--- src/rtl/soc_addr_decoder_pkg.sv ---
// ---------------------------------------------------------------------------
// ariane_soc : shared SoC address-map package.
// Purpose : holds the crossbar slave count, the base/length constants of the
//           SoC memory map, the region-rule record used by the runtime
//           programmable address decoder, and the reset-time default table.
// Ports   : none (package).
// ---------------------------------------------------------------------------
package ariane_soc;

    // Number of crossbar slave ports; drives the decoder's NrSlaves default.
    localparam int NB_PERIPHERALS  = 5;
    // Storage width of rule addresses; decoder AddrWidth must not exceed it.
    localparam int MaxAddrWidth    = 64;
    localparam int SlaveFieldWidth = $clog2(NB_PERIPHERALS);
    localparam int NrDefaultRules  = 5;

    typedef enum logic [SlaveFieldWidth-1:0] {
        SLV_DRAM  = 3'd0,
        SLV_UART  = 3'd1,
        SLV_CLINT = 3'd2,
        SLV_PERIP = 3'd3,
        SLV_DEBUG = 3'd4
    } soc_slave_e;

    localparam logic [63:0] DRAMBase    = 64'h0000_0000_8000_0000;
    localparam logic [63:0] DRAMLength  = 64'h0000_0000_4000_0000;
    localparam logic [63:0] UARTBase    = 64'h0000_0000_1000_0000;
    localparam logic [63:0] UARTLength  = 64'h0000_0000_0000_1000;
    localparam logic [63:0] CLINTBase   = 64'h0000_0000_0200_0000;
    localparam logic [63:0] CLINTLength = 64'h0000_0000_000C_0000;
    localparam logic [63:0] PERIPBase   = 64'h0000_0000_2000_0000;
    localparam logic [63:0] PERIPLength = 64'h0000_0000_6000_0000;
    localparam logic [63:0] DebugBase   = 64'h0000_0000_0000_0000;
    localparam logic [63:0] DebugLength = 64'h0000_0000_0000_1000;

    typedef struct packed {
        logic [MaxAddrWidth-1:0]    base;
        logic [MaxAddrWidth-1:0]    len;
        logic [SlaveFieldWidth-1:0] slave;
        logic                       en;
    } addr_rule_t;

    // Reset-time content of rule idx; indices past the SoC map are disabled.
    function automatic addr_rule_t default_rule(input int idx);
        addr_rule_t r;
        r = '0;
        case (idx)
            0:       r = '{base: DRAMBase,  len: DRAMLength,  slave: SLV_DRAM,  en: 1'b1};
            1:       r = '{base: UARTBase,  len: UARTLength,  slave: SLV_UART,  en: 1'b1};
            2:       r = '{base: CLINTBase, len: CLINTLength, slave: SLV_CLINT, en: 1'b1};
            3:       r = '{base: PERIPBase, len: PERIPLength, slave: SLV_PERIP, en: 1'b1};
            4:       r = '{base: DebugBase, len: DebugLength, slave: SLV_DEBUG, en: 1'b1};
            default: r = '0;
        endcase
        return r;
    endfunction

endpackage

--- src/rtl/soc_addr_decoder_if.sv ---
// ---------------------------------------------------------------------------
// soc_addr_decoder_if : request/response handshake bundle of the decoder.
// Purpose : carries the address request stream (req_*) into the decoder and
//           the registered decode result (rsp_*) back out.
// Signals : req_valid/req_ready/req_addr  - request handshake and address
//           rsp_valid/rsp_ready           - result handshake
//           rsp_slave/rsp_rule/rsp_err    - selected slave, rule, miss flag
// Modports: master (request source / result sink), slave (the decoder).
// ---------------------------------------------------------------------------
interface soc_addr_decoder_if #(
    parameter int AddrWidth  = 64,
    parameter int SlaveWidth = 3,
    parameter int RuleWidth  = 3
);
    logic                  req_valid;
    logic                  req_ready;
    logic [AddrWidth-1:0]  req_addr;
    logic                  rsp_valid;
    logic                  rsp_ready;
    logic [SlaveWidth-1:0] rsp_slave;
    logic [RuleWidth-1:0]  rsp_rule;
    logic                  rsp_err;

    modport master (
        output req_valid, req_addr, rsp_ready,
        input  req_ready, rsp_valid, rsp_slave, rsp_rule, rsp_err
    );

    modport slave (
        input  req_valid, req_addr, rsp_ready,
        output req_ready, rsp_valid, rsp_slave, rsp_rule, rsp_err
    );
endinterface

--- src/rtl/soc_addr_decoder_rule_match.sv ---
// ---------------------------------------------------------------------------
// soc_addr_rule_match : combinational hit test of one address region rule.
// Purpose : hit_o = en && base <= addr < base+len. The upper bound is formed
//           one bit wider than the address so a region ending exactly at the
//           top of the address space does not wrap to zero; len=0 never hits.
// Ports   : rule_i (region rule), addr_i (address), hit_o (rule matches).
// ---------------------------------------------------------------------------
module soc_addr_rule_match
    import ariane_soc::*;
(
    input  addr_rule_t              rule_i,
    input  logic [MaxAddrWidth-1:0] addr_i,
    output logic                    hit_o
);
    logic [MaxAddrWidth:0] limit;
    logic                  unused_slave;

    assign limit        = {1'b0, rule_i.base} + {1'b0, rule_i.len};
    assign unused_slave = ^rule_i.slave;
    assign hit_o        = rule_i.en
                        && (rule_i.len != '0)
                        && (addr_i >= rule_i.base)
                        && ({1'b0, addr_i} < limit);
endmodule

--- src/rtl/soc_addr_decoder.sv ---
// ---------------------------------------------------------------------------
// soc_addr_decoder : runtime-programmable SoC address decoder.
// Purpose : NrRules region rules (reset to the ariane_soc default map) decode
//           a request stream to a slave index through one registered
//           valid/ready stage. Boot firmware may rewrite rules and lock them.
// Ports   : clk_i, rst_i (async, active-high)
//           cfg_we_i/cfg_idx_i/cfg_base_i/cfg_len_i/cfg_slave_i/cfg_en_i/
//           cfg_lock_i - rule write port; cfg_err_o - rejected-write pulse;
//           locked_o - table frozen; bus - soc_addr_decoder_if.slave
//           (req_*/rsp_*); miss_cnt_o - saturating miss counter.
// Option  : SOC_ADDR_DEC_DEFAULT_PORT_EN - misses route to DefaultSlave with
//           rsp_err=0 instead of flagging an error.
// ---------------------------------------------------------------------------
module soc_addr_decoder
    import ariane_soc::*;
#(
    parameter int NrRules   = 8,
    parameter int NrSlaves  = NB_PERIPHERALS,
    parameter int AddrWidth = 64,
    parameter int CntWidth  = 16,
`ifdef SOC_ADDR_DEC_DEFAULT_PORT_EN
    parameter int DefaultSlave = 0,
`endif
    localparam int SlaveW = (NrSlaves > 1) ? $clog2(NrSlaves) : 1,
    localparam int RuleW  = (NrRules > 1) ? $clog2(NrRules) : 1,
    // One spare bit so an out-of-range index can be presented and rejected.
    localparam int IdxW   = $clog2(NrRules + 1)
) (
    input  logic                 clk_i,
    input  logic                 rst_i,
    input  logic                 cfg_we_i,
    input  logic [IdxW-1:0]      cfg_idx_i,
    input  logic [AddrWidth-1:0] cfg_base_i,
    input  logic [AddrWidth-1:0] cfg_len_i,
    input  logic [SlaveW-1:0]    cfg_slave_i,
    input  logic                 cfg_en_i,
    input  logic                 cfg_lock_i,
    output logic                 cfg_err_o,
    output logic                 locked_o,
    soc_addr_decoder_if.slave    bus,
    output logic [CntWidth-1:0]  miss_cnt_o
);
    addr_rule_t              rules_q [NrRules];
    addr_rule_t              rules_d [NrRules];
    logic                    rsp_valid_q, rsp_valid_d;
    logic [SlaveW-1:0]       rsp_slave_q, rsp_slave_d;
    logic [RuleW-1:0]        rsp_rule_q,  rsp_rule_d;
    logic                    rsp_err_q,   rsp_err_d;
    logic [CntWidth-1:0]     miss_cnt_q,  miss_cnt_d;
    logic                    locked_q,    locked_d;
    logic                    cfg_err_q,   cfg_err_d;

    logic [NrRules-1:0]      hit;
    logic [MaxAddrWidth-1:0] addr_ext;
    logic                    req_ready;
    logic                    accept;
    logic                    match_found;
    logic [RuleW-1:0]        match_idx;
    logic [SlaveW-1:0]       dec_slave;
    logic [RuleW-1:0]        dec_rule;
    logic                    dec_err;
    logic                    cfg_bad;
    addr_rule_t              cfg_rule;

    assign addr_ext  = MaxAddrWidth'(bus.req_addr);
    assign req_ready = !rsp_valid_q || bus.rsp_ready;
    assign accept    = bus.req_valid && req_ready;

    for (genvar g = 0; g < NrRules; g++) begin : g_match
        soc_addr_rule_match u_match (
            .rule_i (rules_q[g]),
            .addr_i (addr_ext),
            .hit_o  (hit[g])
        );
    end

    // Priority encoder: walking downwards lets the lowest matching index win.
    always_comb begin
        match_found = 1'b0;
        match_idx   = '0;
        for (int i = NrRules - 1; i >= 0; i--) begin
            match_found = match_found | hit[i];
            match_idx   = hit[i] ? RuleW'(i) : match_idx;
        end
    end

    // Decode result for the current request, including the miss encoding.
    always_comb begin
        dec_slave = '0;
        dec_rule  = '0;
        dec_err   = 1'b0;
        if (match_found) begin
            dec_slave = SlaveW'(rules_q[match_idx].slave);
            dec_rule  = match_idx;
        end else begin
`ifdef SOC_ADDR_DEC_DEFAULT_PORT_EN
            dec_slave = SlaveW'(DefaultSlave);
            dec_err   = 1'b0;
`else
            dec_slave = '0;
            dec_err   = 1'b1;
`endif
        end
    end

    // Next state: result stage, miss counter, rule table, lock and write error.
    always_comb begin
        rsp_valid_d = accept || (rsp_valid_q && !bus.rsp_ready);
        rsp_slave_d = rsp_slave_q;
        rsp_rule_d  = rsp_rule_q;
        rsp_err_d   = rsp_err_q;
        miss_cnt_d  = miss_cnt_q;
        rules_d     = rules_q;
        cfg_rule    = '{base:  MaxAddrWidth'(cfg_base_i),
                        len:   MaxAddrWidth'(cfg_len_i),
                        slave: SlaveFieldWidth'(cfg_slave_i),
                        en:    cfg_en_i};

        if (accept) begin
            rsp_slave_d = dec_slave;
            rsp_rule_d  = dec_rule;
            rsp_err_d   = dec_err;
        end else begin
            rsp_err_d   = rsp_err_q;
        end

        if (accept && !match_found && (miss_cnt_q != '1)) begin
            miss_cnt_d = miss_cnt_q + CntWidth'(1);
        end else begin
            miss_cnt_d = miss_cnt_q;
        end

        // Decode above reads rules_q, so a write this cycle lands after it.
        cfg_bad   = cfg_we_i && (locked_q || (cfg_idx_i >= IdxW'(NrRules)));
        cfg_err_d = cfg_bad;
        if (cfg_we_i && !cfg_bad) begin
            rules_d[cfg_idx_i[RuleW-1:0]] = cfg_rule;
        end else begin
            rules_d = rules_q;
        end
        locked_d = locked_q || (cfg_we_i && cfg_lock_i && !cfg_bad);
    end

    // State registers; reset reloads the default map and drops any result.
    always_ff @(posedge clk_i or posedge rst_i) begin
        if (rst_i) begin
            for (int i = 0; i < NrRules; i++) begin
                rules_q[i] <= default_rule(i);
            end
            rsp_valid_q <= 1'b0;
            rsp_slave_q <= '0;
            rsp_rule_q  <= '0;
            rsp_err_q   <= 1'b0;
            miss_cnt_q  <= '0;
            locked_q    <= 1'b0;
            cfg_err_q   <= 1'b0;
        end else begin
            rules_q     <= rules_d;
            rsp_valid_q <= rsp_valid_d;
            rsp_slave_q <= rsp_slave_d;
            rsp_rule_q  <= rsp_rule_d;
            rsp_err_q   <= rsp_err_d;
            miss_cnt_q  <= miss_cnt_d;
            locked_q    <= locked_d;
            cfg_err_q   <= cfg_err_d;
        end
    end

    assign bus.req_ready = req_ready;
    assign bus.rsp_valid = rsp_valid_q;
    assign bus.rsp_slave = rsp_slave_q;
    assign bus.rsp_rule  = rsp_rule_q;
    assign bus.rsp_err   = rsp_err_q;
    assign cfg_err_o     = cfg_err_q;
    assign locked_o      = locked_q;
    assign miss_cnt_o    = miss_cnt_q;
endmodule
--- src/flat_wrapper.sv ---
// flat-port wrapper written by rule: the top's interface ports become plain ports
module soc_addr_decoder_flat import ariane_soc::*;
#(
    parameter int NrRules   = 8,
    parameter int NrSlaves  = NB_PERIPHERALS,
    parameter int AddrWidth = 64,
    parameter int CntWidth  = 16,

    localparam int SlaveW = (NrSlaves > 1) ? $clog2(NrSlaves) : 1,
    localparam int RuleW  = (NrRules > 1) ? $clog2(NrRules) : 1,
                                                                            
    localparam int IdxW   = $clog2(NrRules + 1)
)
  (clk_i, rst_i, cfg_we_i, cfg_idx_i, cfg_base_i, cfg_len_i, cfg_slave_i, cfg_en_i, cfg_lock_i, cfg_err_o, locked_o, miss_cnt_o, bus_req_valid, bus_req_addr, bus_rsp_ready, bus_req_ready, bus_rsp_valid, bus_rsp_slave, bus_rsp_rule, bus_rsp_err);
  soc_addr_decoder_if #(.AddrWidth(AddrWidth)) bus_i ();
  input  logic clk_i;
  input  logic rst_i;
  input  logic cfg_we_i;
  input  logic [IdxW-1:0] cfg_idx_i;
  input  logic [AddrWidth-1:0] cfg_base_i;
  input  logic [AddrWidth-1:0] cfg_len_i;
  input  logic [SlaveW-1:0] cfg_slave_i;
  input  logic cfg_en_i;
  input  logic cfg_lock_i;
  output logic cfg_err_o;
  output logic locked_o;
  output logic [CntWidth-1:0] miss_cnt_o;
  input wire logic [$bits(bus_i.req_valid)-1:0] bus_req_valid;
  input wire logic [$bits(bus_i.req_addr)-1:0] bus_req_addr;
  input wire logic [$bits(bus_i.rsp_ready)-1:0] bus_rsp_ready;
  output wire logic [$bits(bus_i.req_ready)-1:0] bus_req_ready;
  output wire logic [$bits(bus_i.rsp_valid)-1:0] bus_rsp_valid;
  output wire logic [$bits(bus_i.rsp_slave)-1:0] bus_rsp_slave;
  output wire logic [$bits(bus_i.rsp_rule)-1:0] bus_rsp_rule;
  output wire logic [$bits(bus_i.rsp_err)-1:0] bus_rsp_err;
  assign bus_i.req_valid = bus_req_valid;
  assign bus_i.req_addr = bus_req_addr;
  assign bus_i.rsp_ready = bus_rsp_ready;
  assign bus_req_ready = bus_i.req_ready;
  assign bus_rsp_valid = bus_i.rsp_valid;
  assign bus_rsp_slave = bus_i.rsp_slave;
  assign bus_rsp_rule = bus_i.rsp_rule;
  assign bus_rsp_err = bus_i.rsp_err;
  soc_addr_decoder #(.NrRules(NrRules), .NrSlaves(NrSlaves), .AddrWidth(AddrWidth), .CntWidth(CntWidth)) u_core (.clk_i(clk_i), .rst_i(rst_i), .cfg_we_i(cfg_we_i), .cfg_idx_i(cfg_idx_i), .cfg_base_i(cfg_base_i), .cfg_len_i(cfg_len_i), .cfg_slave_i(cfg_slave_i), .cfg_en_i(cfg_en_i), .cfg_lock_i(cfg_lock_i), .cfg_err_o(cfg_err_o), .locked_o(locked_o), .bus(bus_i), .miss_cnt_o(miss_cnt_o));
endmodule
--- config.mk ---
export PLATFORM = sky130hd
export DESIGN_NAME = soc_addr_decoder_flat
export DESIGN_NICKNAME = d
export VERILOG_FILES = /design/src/rtl/soc_addr_decoder_pkg.sv /design/src/rtl/soc_addr_decoder_if.sv /design/src/rtl/soc_addr_decoder_rule_match.sv /design/src/rtl/soc_addr_decoder.sv /design/src/flat_wrapper.sv
export SDC_FILE = /design/constraint.sdc
export NUM_CORES = 2
export LEC_CHECK = 0
export BUFFER_PORTS_ARGS = -buffer_cell sky130_fd_sc_hd__buf_2
export CAP_MARGIN = 10
export CORE_MARGIN = 10
export CORE_UTILIZATION = 55
export CTS_CLUSTER_DIAMETER = 60
export DETAILED_ROUTE_END_ITERATION = 10
export PLACE_DENSITY = 0.74
export SKIP_LAST_GASP = 1
export SYNTH_ARGS = -nofsm -noshare
export SYNTH_HDL_FRONTEND = slang
export SYNTH_SLANG_ARGS = --single-unit
--- constraint.sdc ---
create_clock -name clk_i -period 35.1 [get_ports clk_i]
set_input_delay 3.51 -clock clk_i [delete_from_list [all_inputs] [get_ports clk_i]]
set_output_delay 3.51 -clock clk_i [all_outputs]
set_load 0.05 [all_outputs]
==> results.sh <==
export IMPL_core_area_um2=165500
export IMPL_syn_nets=11380
export IMPL_hp_class="flip-flop to flip-flop"
export IMPL_power_leakage_nw=50.52
export IMPL_synth_top_family_by_area="adder cells"
export IMPL_grt_pass1_vias=79180
export IMPL_use_met3=0.1333
export IMPL_synthArstFlopShare=1.000
export IMPL_status="finished, violations left"
export IMPL_drt_wl_total_um=380000
export IMPL_drv_cap=1
export IMPL_fin_nets=11650
export IMPL_routabilityCongestion=1.101
export IMPL_area_delta_synth_final_pct=10.06
export IMPL_ys_flop_type="dfrtp_1"
export IMPL_drv_slew=0
export IMPL_fmax_ghz=0.09975
export IMPL_crit_top_cell="nor3_1"
export IMPL_start_util=0.5549
export IMPL_cp_data_required_time_ps=35830
export IMPL_ir_drop_uv=59.47
export IMPL_layout_commonest_cell="ha_1"
export IMPL_placedInstanceArea_um2=95930
export IMPL_cts_sinks=1082
export IMPL_ant_nets=0
export IMPL_layout_drive_gt1_share=0.1645
export IMPL_crit_fanout=16
export IMPL_cts_tree="yes"
export IMPL_muxShareOfSynthArea=0.1148
export IMPL_via_per_inst=6.815
export IMPL_placementRows=149
export IMPL_drtIter0Drc=10040
export IMPL_crit_buf_inv=1
export IMPL_crit_slowest_cell="o31ai_2"
export IMPL_yosysTopAreaCellShare=0.2890
export IMPL_maxSlewHeadroom=0.01403
export IMPL_slowest_delay_ps=1100
export IMPL_mostFrequentLayoutCells="1529 x ha_1, 1061 x dfrtp_1, 928 x mux2_2, 801 x a21oi_1, 687 x inv_1"
export IMPL_clk_latency_ps=840
export IMPL_dp_final_hpwl_um=291700
export IMPL_grt_pass1_wl_um=541600
export IMPL_num_io_pins=233
export IMPL_yosys_cell_types_count=94
export IMPL_ctsLongestPathBuffers=3
export IMPL_grt_busiest_layer="met2"
export IMPL_cts_resized=0
export IMPL_holdBufCountCts=0
export IMPL_dr_pass1_iters=7
export IMPL_worst_clock_skew_ps=40.99
export IMPL_path_class="flip-flop to flip-flop"
export IMPL_setup_viol=0
export IMPL_grt_max_degree=153
export IMPL_critPathCaptureType="flip-flop"
export IMPL_arrival_ps=10750
export IMPL_antenna_found_initial=58
export IMPL_h_tree_depth=4
export IMPL_fin_crit_ps=10030
export IMPL_wl_per_cell_um=31.05
export IMPL_p_per_area_nw_per_um2=50.41
export IMPL_yosysTopAreaCell="dfrtp_1"
export IMPL_synth_xor_area_frac=0.04443
export IMPL_hold_viol=0
export IMPL_yosys_area_share_adder=0.2100
export IMPL_nFillCells=14150
export IMPL_finalCritPeriodShare=0.2856
export IMPL_synth_simple_area_share=0.1149
export IMPL_syn_inst=9633
export IMPL_synth_compound_area_frac=0.1840
export IMPL_rsz0062_at_grt="false"
export IMPL_syn_avg_cell_area_um2=9.537
export IMPL_start_kind="flip-flop"
export IMPL_cts_root_buf="clkbuf_16"
export IMPL_die_w_um=428.7
export IMPL_port_buffers=232
export IMPL_synth_edff_count=0
export IMPL_clkTransAtPathRegs_ps=60
export IMPL_worst_slack_ps=25070
export IMPL_place_ws_ps=25710
export IMPL_violations="max-capacitance violations"
export IMPL_yosysSeqAreaShare=0.2950
export IMPL_fin_setup_tns_ps=0
export IMPL_grt_ovfl_total=0
export IMPL_syn_area_um2=91870
export IMPL_drcViolationCount=0
export IMPL_vias=83400
export IMPL_ys_warn_count=0
export IMPL_use_met2=0.5652
export IMPL_numCtsBuffers=149
export IMPL_worst_pin_slew_ps=1470
export IMPL_ys_top_cells_by_area="dfrtp_1 29%, ha_1 21%, mux2_2 11%"
export IMPL_final_area_um2=101100
export IMPL_die_h_um=428.7
export IMPL_die_area_um2=183800
export IMPL_use_met1=0.5201
export IMPL_grt_usage=0.3964
export IMPL_cts_setup_buffers=0
export IMPL_cpLargestDelayFamily="compound AO/OA/AOI/OAI gates"
export IMPL_synth_seq_cells=1082
[stage by stage]
stage / util / std cells / hold slack (ps) / power, mW
floorplan: - / 9633 / 470.9 / 2.766
global route: 0.6106 / 12230 / 505.3 / 5.329
global placement: 0.5790 / 11930 / 477.2 / 3.381
detailed placement: 0.5795 / 11940 / 460.1 / 3.434
CTS: 0.6103 / 12220 / 484.4 / 5.031
finish: 0.6107 / 12240 / 485.6 / 5.096
[where the power goes]
group / internal [mW] / switching [mW] / total, mW
combinational: 0.754 / 1.21 / 1.96
sequential: 1.38 / 0.159 / 1.54
clock: 0.942 / 0.654 / 1.60
[cells in the mapped netlist (37+ instances only)]
cell type     n
mux2_2      928
nand2_1     584
xnor2_1     255
o211ai_1     71
nand4_1     270
nor2_1      325
and4_1       44
and2_1       37
nand2b_1     90
a221oi_1     40
nor2b_1      80
inv_1       688
a21o_1      499
a211oi_1     91
and3_1       71
ha_1       1529
o21bai_1     95
clkbuf_1    166
xor2_1      211
nand3_1     155
o21a_1       84
o21ai_0     556
a21oi_1     801
buf_1        37
dfrtp_1    1061
nor4_1      177
a31oi_1      68
nor3_1      101
[flip-flops by register name (all words and copies together) (netlist names)]
signal,flops
u_core.cfg_err_o,1
u_core.bus.rsp_rule,3
u_core.rules_q,1056
u_core.bus.rsp_err,1
u_core.bus.rsp_slave,3
u_core.bus.rsp_valid,1
u_core.miss_cnt_o,16
u_core.locked_o,1
[worst min-delay path: stages (launching register included)]
cell and delay [ps]:
dfrtp_1 350, nand2_1 50, nand2_1 60
[routing by layer]
layer / vias to the layer above / part of all wire / routed length, um
met2: 4830 / 0.40 / 153600
li1: 36560 / - / -
met3: 1091 / 0.13 / 48970
met1: 40880 / 0.40 / 151200
met5: - / 0.00080 / 303
met4: 42 / 0.068 / 25890
[logic make-up after synthesis]
kind of cell | after synthesis
AO/OA/AOI/OAI | 2655
AND/OR/NAND/NOR | 2061
adder cells (fa/ha/maj) | 1537
flip-flops | 1082
multiplexers | 937
buffers and inverters | 895
XOR/XNOR | 466
[final timing paths]
| kind | end | slack [ps] | cells past startpoint | from |
|---|---|---|---|---|
| setup / recovery | u_core.miss_cnt_o[1]$_DFFE_PP0P_ | 25070 | 25 | u_core.rules_q[929]$_DFFE_PP0P_ |
| hold / removal | u_core.bus.rsp_rule[1]$_DFFE_PP0P_ | 490 | 2 | u_core.bus.rsp_rule[1]$_DFFE_PP0P_ |
| setup reg to reg | u_core.miss_cnt_o[1]$_DFFE_PP0P_ | 25070 | 25 | u_core.rules_q[929]$_DFFE_PP0P_ |
| hold reg to reg | u_core.bus.rsp_rule[1]$_DFFE_PP0P_ | 490 | 2 | u_core.bus.rsp_rule[1]$_DFFE_PP0P_ |
| max in group asynchronous | u_core.rules_q[301]$_DFFE_PP0P_ | 26980 | 8 | rst_i |
| min in group asynchronous | u_core.rules_q[997]$_DFFE_PP0P_ | 2720 | 2 | rst_i |
[cell type report]
cell class                 count  area [um2]  share of cell area
antenna                       15       37.54           0.0003712
clock buffer                 190        4098             0.04053
clock inverter                88        1008            0.009974
inverter                     688        2590             0.02562
multi-input combinational   7656       61640              0.6096
sequential                  1082       27100              0.2681
tap                         2189        2739             0.02709
timing repair buffer         329        1896             0.01875
Note: power is estimated with default switching activity, not from simulation.
